**config.mk**
```make
export PLATFORM = sky130hd
export DESIGN_NAME = spi_bus_sequencer
export DESIGN_NICKNAME = d
export VERILOG_FILES = /design/src/rtl/spi_seq_pkg.sv /design/src/rtl/spi_rr_arbiter.sv /design/src/rtl/spi_bus_sequencer.sv
export SDC_FILE = /design/constraint.sdc
export NUM_CORES = 1
export LEC_CHECK = 0
export ABC_AREA = 1
export CAP_MARGIN = 20
export CORE_MARGIN = 8
export CORE_UTILIZATION = 51
export CTS_CLUSTER_DIAMETER = 50
export DETAILED_ROUTE_END_ITERATION = 10
export MAX_ROUTING_LAYER = met4
export PLACE_DENSITY = 0.86
export SLEW_MARGIN = 20
export SYNTH_ARGS = -nofsm -noshare
export SYNTH_HDL_FRONTEND = slang
export SYNTH_SLANG_ARGS = --single-unit
```
**constraint.sdc**
```tcl
create_clock -name SCLK -period 3.5 [get_ports SCLK]
set_clock_uncertainty 0.1 [all_clocks]
set_input_delay 0.525 -clock SCLK [delete_from_list [all_inputs] [get_ports SCLK]]
set_output_delay 0.525 -clock SCLK [all_outputs]
set_load 0.005 [all_outputs]
```
**src/rtl/spi_seq_pkg.sv**
```systemverilog
// rtl/spi_seq_pkg.sv - shared types and widths for the SPI bus sequencer
package spi_seq_pkg;

    localparam int WORD_W   = 8;
    localparam int BITCNT_W = 4;

    typedef enum logic [1:0] {
        IDLE = 2'd0,
        XFER = 2'd1,
        GAP  = 2'd2
    } state_t;

endpackage

```
**src/rtl/spi_rr_arbiter.sv**
```systemverilog
// rtl/spi_rr_arbiter.sv - combinational round-robin pick, first request at or after ptr
module spi_rr_arbiter #(
    parameter int NREQ = 4,
    parameter int PW   = 2
) (
    input  logic [NREQ-1:0] req,
    input  logic [PW-1:0]   ptr,
    output logic [NREQ-1:0] winner,
    output logic            valid
);

    logic [PW-1:0] idx;

    always_comb begin
        winner = '0;
        valid  = 1'b0;
        idx    = '0;
        for (int i = 0; i < NREQ; i++) begin
            idx = PW'((int'(ptr) + i) % NREQ);
            if (!valid && req[idx]) begin
                winner[idx] = 1'b1;
                valid       = 1'b1;
            end
        end
    end

endmodule

```
**src/rtl/spi_bus_sequencer.sv**
```systemverilog
// rtl/spi_bus_sequencer.sv - shares one SPI bus between requesters, 8-bit full-duplex transfers
module spi_bus_sequencer
    import spi_seq_pkg::*;
#(
    parameter int NREQ = 4,
    parameter int NSLV = 4,
    parameter int SW   = 2
) (
    input  logic                   reset,
    input  logic                   SCLK,
    input  logic [NREQ-1:0]        req,
    input  logic [NREQ*SW-1:0]     req_slv,
    input  logic [NREQ*WORD_W-1:0] req_data,
    output logic [NREQ-1:0]        grant,
    output logic [NREQ-1:0]        done,
    output logic [WORD_W-1:0]      rx_data,
    output logic                   err,
    output logic                   busy,
    output logic [NSLV-1:0]        cs_n,
    output logic                   MOSI,
    input  logic                   MISO
);

    localparam int PW = (NREQ > 1) ? $clog2(NREQ) : 1;

    state_t                state_q, state_d;
    logic [WORD_W-1:0]     shreg_q, shreg_d;
    logic [BITCNT_W-1:0]   bitcnt_q, bitcnt_d;
    logic [PW-1:0]         ptr_q, ptr_d;
    logic [NREQ-1:0]       grant_q, grant_d;
    logic [NREQ-1:0]       done_q, done_d;
    logic                  err_q, err_d;
    logic [WORD_W-1:0]     rx_data_q, rx_data_d;
    logic [NSLV-1:0]       cs_n_q, cs_n_d;

    logic [NREQ-1:0]       arb_winner;
    logic                  arb_valid;
    logic [WORD_W-1:0]     sel_data;
    logic [SW-1:0]         sel_slv;
    logic [PW-1:0]         sel_next_ptr;
    logic                  slv_ok;

    spi_rr_arbiter #(
        .NREQ (NREQ),
        .PW   (PW)
    ) u_arb (
        .req    (req),
        .ptr    (ptr_q),
        .winner (arb_winner),
        .valid  (arb_valid)
    );

    // Route the winner's byte and slave index, and the pointer slot just past it.
    always_comb begin
        sel_data     = '0;
        sel_slv      = '0;
        sel_next_ptr = '0;
        for (int i = 0; i < NREQ; i++) begin
            if (arb_winner[i]) begin
                sel_data     = req_data[i*WORD_W +: WORD_W];
                sel_slv      = req_slv[i*SW +: SW];
                sel_next_ptr = (i == NREQ - 1) ? '0 : PW'(i + 1);
            end
        end
        slv_ok = (int'(sel_slv) < NSLV);
    end

    always_comb begin
        state_d   = state_q;
        shreg_d   = shreg_q;
        bitcnt_d  = bitcnt_q;
        ptr_d     = ptr_q;
        grant_d   = grant_q;
        done_d    = '0;
        err_d     = 1'b0;
        rx_data_d = rx_data_q;
        cs_n_d    = cs_n_q;

        case (state_q)
            IDLE: begin
                if (arb_valid) begin
                    shreg_d  = sel_data;
                    grant_d  = arb_winner;
                    ptr_d    = sel_next_ptr;
                    bitcnt_d = '0;
                    if (slv_ok) begin
                        for (int s = 0; s < NSLV; s++) begin
                            if (sel_slv == SW'(s)) begin
                                cs_n_d[s] = 1'b0;
                            end
                        end
                        state_d = XFER;
                    end else begin
                        // Nothing to talk to: report the bad index in a normal GAP cycle.
                        done_d  = arb_winner;
                        err_d   = 1'b1;
                        state_d = GAP;
                    end
                end
            end
            XFER: begin
                shreg_d  = {shreg_q[WORD_W-2:0], MISO};
                bitcnt_d = bitcnt_q + BITCNT_W'(1);
                // Raise CS on the 8th falling edge so the slave never sees a 9th rising edge.
                if (bitcnt_d == BITCNT_W'(WORD_W)) begin
                    cs_n_d    = '1;
                    rx_data_d = shreg_d;
                    done_d    = grant_q;
                    state_d   = GAP;
                end
            end
            GAP: begin
                grant_d = '0;
                state_d = IDLE;
            end
            default: begin
                state_d = IDLE;
            end
        endcase
    end

    always_ff @(negedge SCLK or posedge reset) begin
        if (reset) begin
            state_q   <= IDLE;
            shreg_q   <= '0;
            bitcnt_q  <= '0;
            ptr_q     <= '0;
            grant_q   <= '0;
            done_q    <= '0;
            err_q     <= 1'b0;
            rx_data_q <= '0;
            cs_n_q    <= '1;
        end else begin
            state_q   <= state_d;
            shreg_q   <= shreg_d;
            bitcnt_q  <= bitcnt_d;
            ptr_q     <= ptr_d;
            grant_q   <= grant_d;
            done_q    <= done_d;
            err_q     <= err_d;
            rx_data_q <= rx_data_d;
            cs_n_q    <= cs_n_d;
        end
    end

    assign grant   = grant_q;
    assign done    = done_q;
    assign err     = err_q;
    assign rx_data = rx_data_q;
    assign cs_n    = cs_n_q;
    assign busy    = (state_q != IDLE);
    assign MOSI    = (state_q == XFER) ? shreg_q[WORD_W-1] : 1'b0;

endmodule

```
==> summary.md <==
| Metric | Value |
|---|---|
| Status | `complete, but fails checks` |
| Failing checks | `negative setup slack` |
| VDD IR-drop max | `a little under 0.8 mV` |
| Worst-margin pin slew | `between 0.5 and 0.6 ns` |
| Io pins | `70` |
| First-pass GRT wire length | `14300 um` |
| Placed Area | `approximately 3200 sq um` |
| ANT nets after route | `0` |
| Syn avg cell area | `between 7 and 8 sq um` |
| Wirelength per Cell | `25.6 um` |
| Worst path required time | `between 1.5 and 2 ns` |
| Vias in the first global route | `2856` |
| Main synth FF type | `dfrtn_1` |
| Routed via count | `about 3200` |
| CORE AREA | `between 4000 and 5000 sq um` |
| CTS H-Tree Depth | `2` |
| Largest net degree at the start of global routing | `37` |
| Hold Fails Final Rpt | `0` |
| Clock power share | `0.087` |
| Sw Ratio | `0.527` |
| Slew HR | `0.655` |
| CP Capture Type | `flop` |
| Die ar. | `between 6000 and 7000 sq um` |
| Distinct cell type count after synthesis | `29` |
| GRT Residual Overflow | `0` |
| CTS Root Cell | `clkbuf_8` |
| Die Wd | `82.6 um` |
| Final instance area | `roughly 4000 sq um` |
| Seq/Total Area, Yosys | `0.401` |
| Endpoints failing setup | `24` |
| PD cells | `1130 nW/um^2` |
| RSZ-0062 raised after global routing | `true` |
| Reg power frac | `0.182` |
| Gr usage total | `0.277` |
| Max FO, Critical Path | `4` |
| FF+latch count, synth | `36` |
| Net total in the final layout | `approximately 490` |
| Synth Cell Area | `2260 sq um` |
| TritonRoute pass-1 iters | `5` |
| Initial DRC Count | `469` |
| TritonCTS Buffers | `5` |
| Share of cells above drive strength 1 | `0.413` |
| Rows | `24` |
| Post-synth EDFFs | `0` |
| Post-DP HPWL | `4780 um` |
| Gpl congestion | `about 0.91` |
| Hold Path Class | `reg -> reg` |
| WL final | `12400 um` |
| Place WS | `-1.01 ns` |
| Cell count after synthesis | `320` |
| Internal power | `around 2.1 mW` |
| Type of origin of the critical path | `input port` |
| Max-slew violations | `0` |
| Starting Density | `0.523` |
| CTS tree | `done` |
| Area Growth Syn to Fin | `77.8%` |
| YS warnings | `0` |
| Deepest clock path buffer count | `2` |
| Net Count, Synth | `376` |
| CP arrival | `about 2.4 ns` |
| DR DRC count | `0` |
| DR vias/cell | `between 6 and 7` |
| Die H | `between 80 and 90 um` |
| Clk Latency, worst-skew pair | `approximately 0.3 ns` |
| IO buf count | `68` |
| Post-synth ARST share | `1.00` |
| Static Leak | `around 1.9 nW` |
| Crit path kind | `in -> reg` |
| Psw | `roughly 2.4 mW` |
| Sink Count | `36` |
| Comb pwr share | `0.731` |
| Initial antenna violation count | `1` |
| Max-cap viol count | `0` |
| Clock-pin slew on the worst setup and hold paths | `roughly 0.05 ns` |
| Setup ws final | `-0.486 ns` |
[sequential cells by signal, indices dropped and copies added, names as in the netlist]
name	flops
rx_data	8
cs_n	4
state_q	2
grant	4
shreg_q	8
ptr_q	2
done	4
bitcnt_q	4
[worst paths after layout]
path | from | end | slack, ns | cells past startpoint
min in group asynchronous | reset | rx_data[7] | 2.11 | 3
min reg2reg | rx_data[4] | rx_data[4] | 0.33 | 2
min | rx_data[4] | rx_data[4] | 0.33 | 2
max | req[1] | cs_n[2] | -0.49 | 18
max in group asynchronous | reset | cs_n[3] | 0.87 | 3
max reg2reg | ptr_q[0] | cs_n[2] | 0.09 | 17
[cell usage in the layout (no fill, tap or decap), types with 3 or more instances in the layout]
cell / instances
a21oi_1: 8
a21oi_2: 20
buf_4: 19
buf_6: 20
buf_8: 3
clkbuf_8: 6
clkdlybuf4s50_1: 42
dfrtn_1: 32
dfstp_2: 4
dlygate4sd2_1: 17
ha_1: 9
inv_1: 22
inv_2: 6
inv_4: 4
nand2_1: 82
nand2_2: 20
nand2_4: 15
nand2_8: 3
nand3_1: 8
nand3_2: 11
nand3_4: 4
nor2_1: 14
nor2_2: 9
nor2_4: 14
o21ai_0: 4
o21ai_1: 6
o21ai_2: 4
[worst max-delay path: stages]
cell and delay, ns:
buf_6 0.11, nand2_2 0.10, nand2_2 0.08, nand2_2 0.09, nand2_4 0.07, nand3_1 0.11, nand2_1 0.13, nor2_2 0.15
nand2_4 0.10, inv_4 0.09, buf_4 0.12, nand3_2 0.15, nand2_4 0.15, nand2_4 0.08, nand2_4 0.11, nand3_2 0.10
nand2_1 0.08, nand2_1 0.05
[stage by stage]
step           hold slack (ns)  TNS [ns]  instances  utilization  power, mW
2_1_floorplan            0.319     -1.96        320            -       1.99
3_3_place_gp             0.315    -18.51        451        0.737       2.61
3_5_place_dp             0.320    -19.83        451        0.737       2.67
4_1_cts                  0.317     -1.57        475        0.860       3.56
5_1_grt                  0.352     -7.76        484        0.929       4.68
6_report                 0.326     -6.60        484        0.929       4.53
[layout make-up]
cell class / instances / area, sq um
antenna: 1 / 2.50
clock buffer: 7 / 108
clock inverter: 5 / 21.3
fill: 141 / 307
inverter: 29 / 129
multi-input combinational: 245 / 1720
sequential: 36 / 906
tap: 52 / 65.1
timing repair buffer: 108 / 1060
timing repair inverter: 1 / 7.51
[power by group through the flow]
| stage | clock, mW | combinational [mW] | sequential, mW |
|---|---|---|---|
| global route | 0.409 | 3.44 | 0.830 |
| floorplan | 0.00889 | 1.23 | 0.755 |
| CTS | 0.376 | 2.40 | 0.782 |
| global placement | 0.00889 | 1.83 | 0.773 |
| detailed placement | 0.00889 | 1.88 | 0.781 |
| finish | 0.393 | 3.31 | 0.826 |
[cells in the mapped netlist (4+ instances only)]
cell,number,share of area
o21ai_0,6,0.013
o22ai_1,5,0.014
ha_1,9,0.050
dfrtn_1,32,0.35
nand2_2,7,0.019
inv_2,5,0.0083
nor2_1,33,0.055
o21ai_1,8,0.018
nand2_1,112,0.19
dfstp_2,4,0.047
inv_1,25,0.042
nand3_1,21,0.047
a21oi_1,29,0.064
buf_4,4,0.013
[metal layers]
metal	wire length [um]	up-vias	global-route usage
li1	-	1236	-
met1	4000	1438	0.347
met2	5660	373	0.449
met3	1690	135	0.0368
met4	1040	0	0.0983
met5	0	-	-
[logic make-up (layout without fill, tap and decap cells)]
logic type               count (synthesis)  after routing  synth area share
AO/OA/AOI/OAI                           52             52             0.128
XOR/XNOR                                 2              2           0.00775
adder cells (fa/ha/maj)                  9              9            0.0498
buffers and inverters                   40            150            0.0775
flip-flops                              36             36             0.401
other                                    1              2           0.00166
AND/OR/NAND/NOR                        180            181             0.334
[repair_timing]
| item | CTS | global route |
|---|---|---|
| gates cloned | 4 | 0 |
| gates resized for setup | 151 | 63 |
| pin swaps | 58 | 40 |
| hold buffers | 0 | 0 |
| endpoints found under the setup margin | 45 | 28 |
| setup buffers | 12 | 8 |
(Power assumes the default switching activity.)
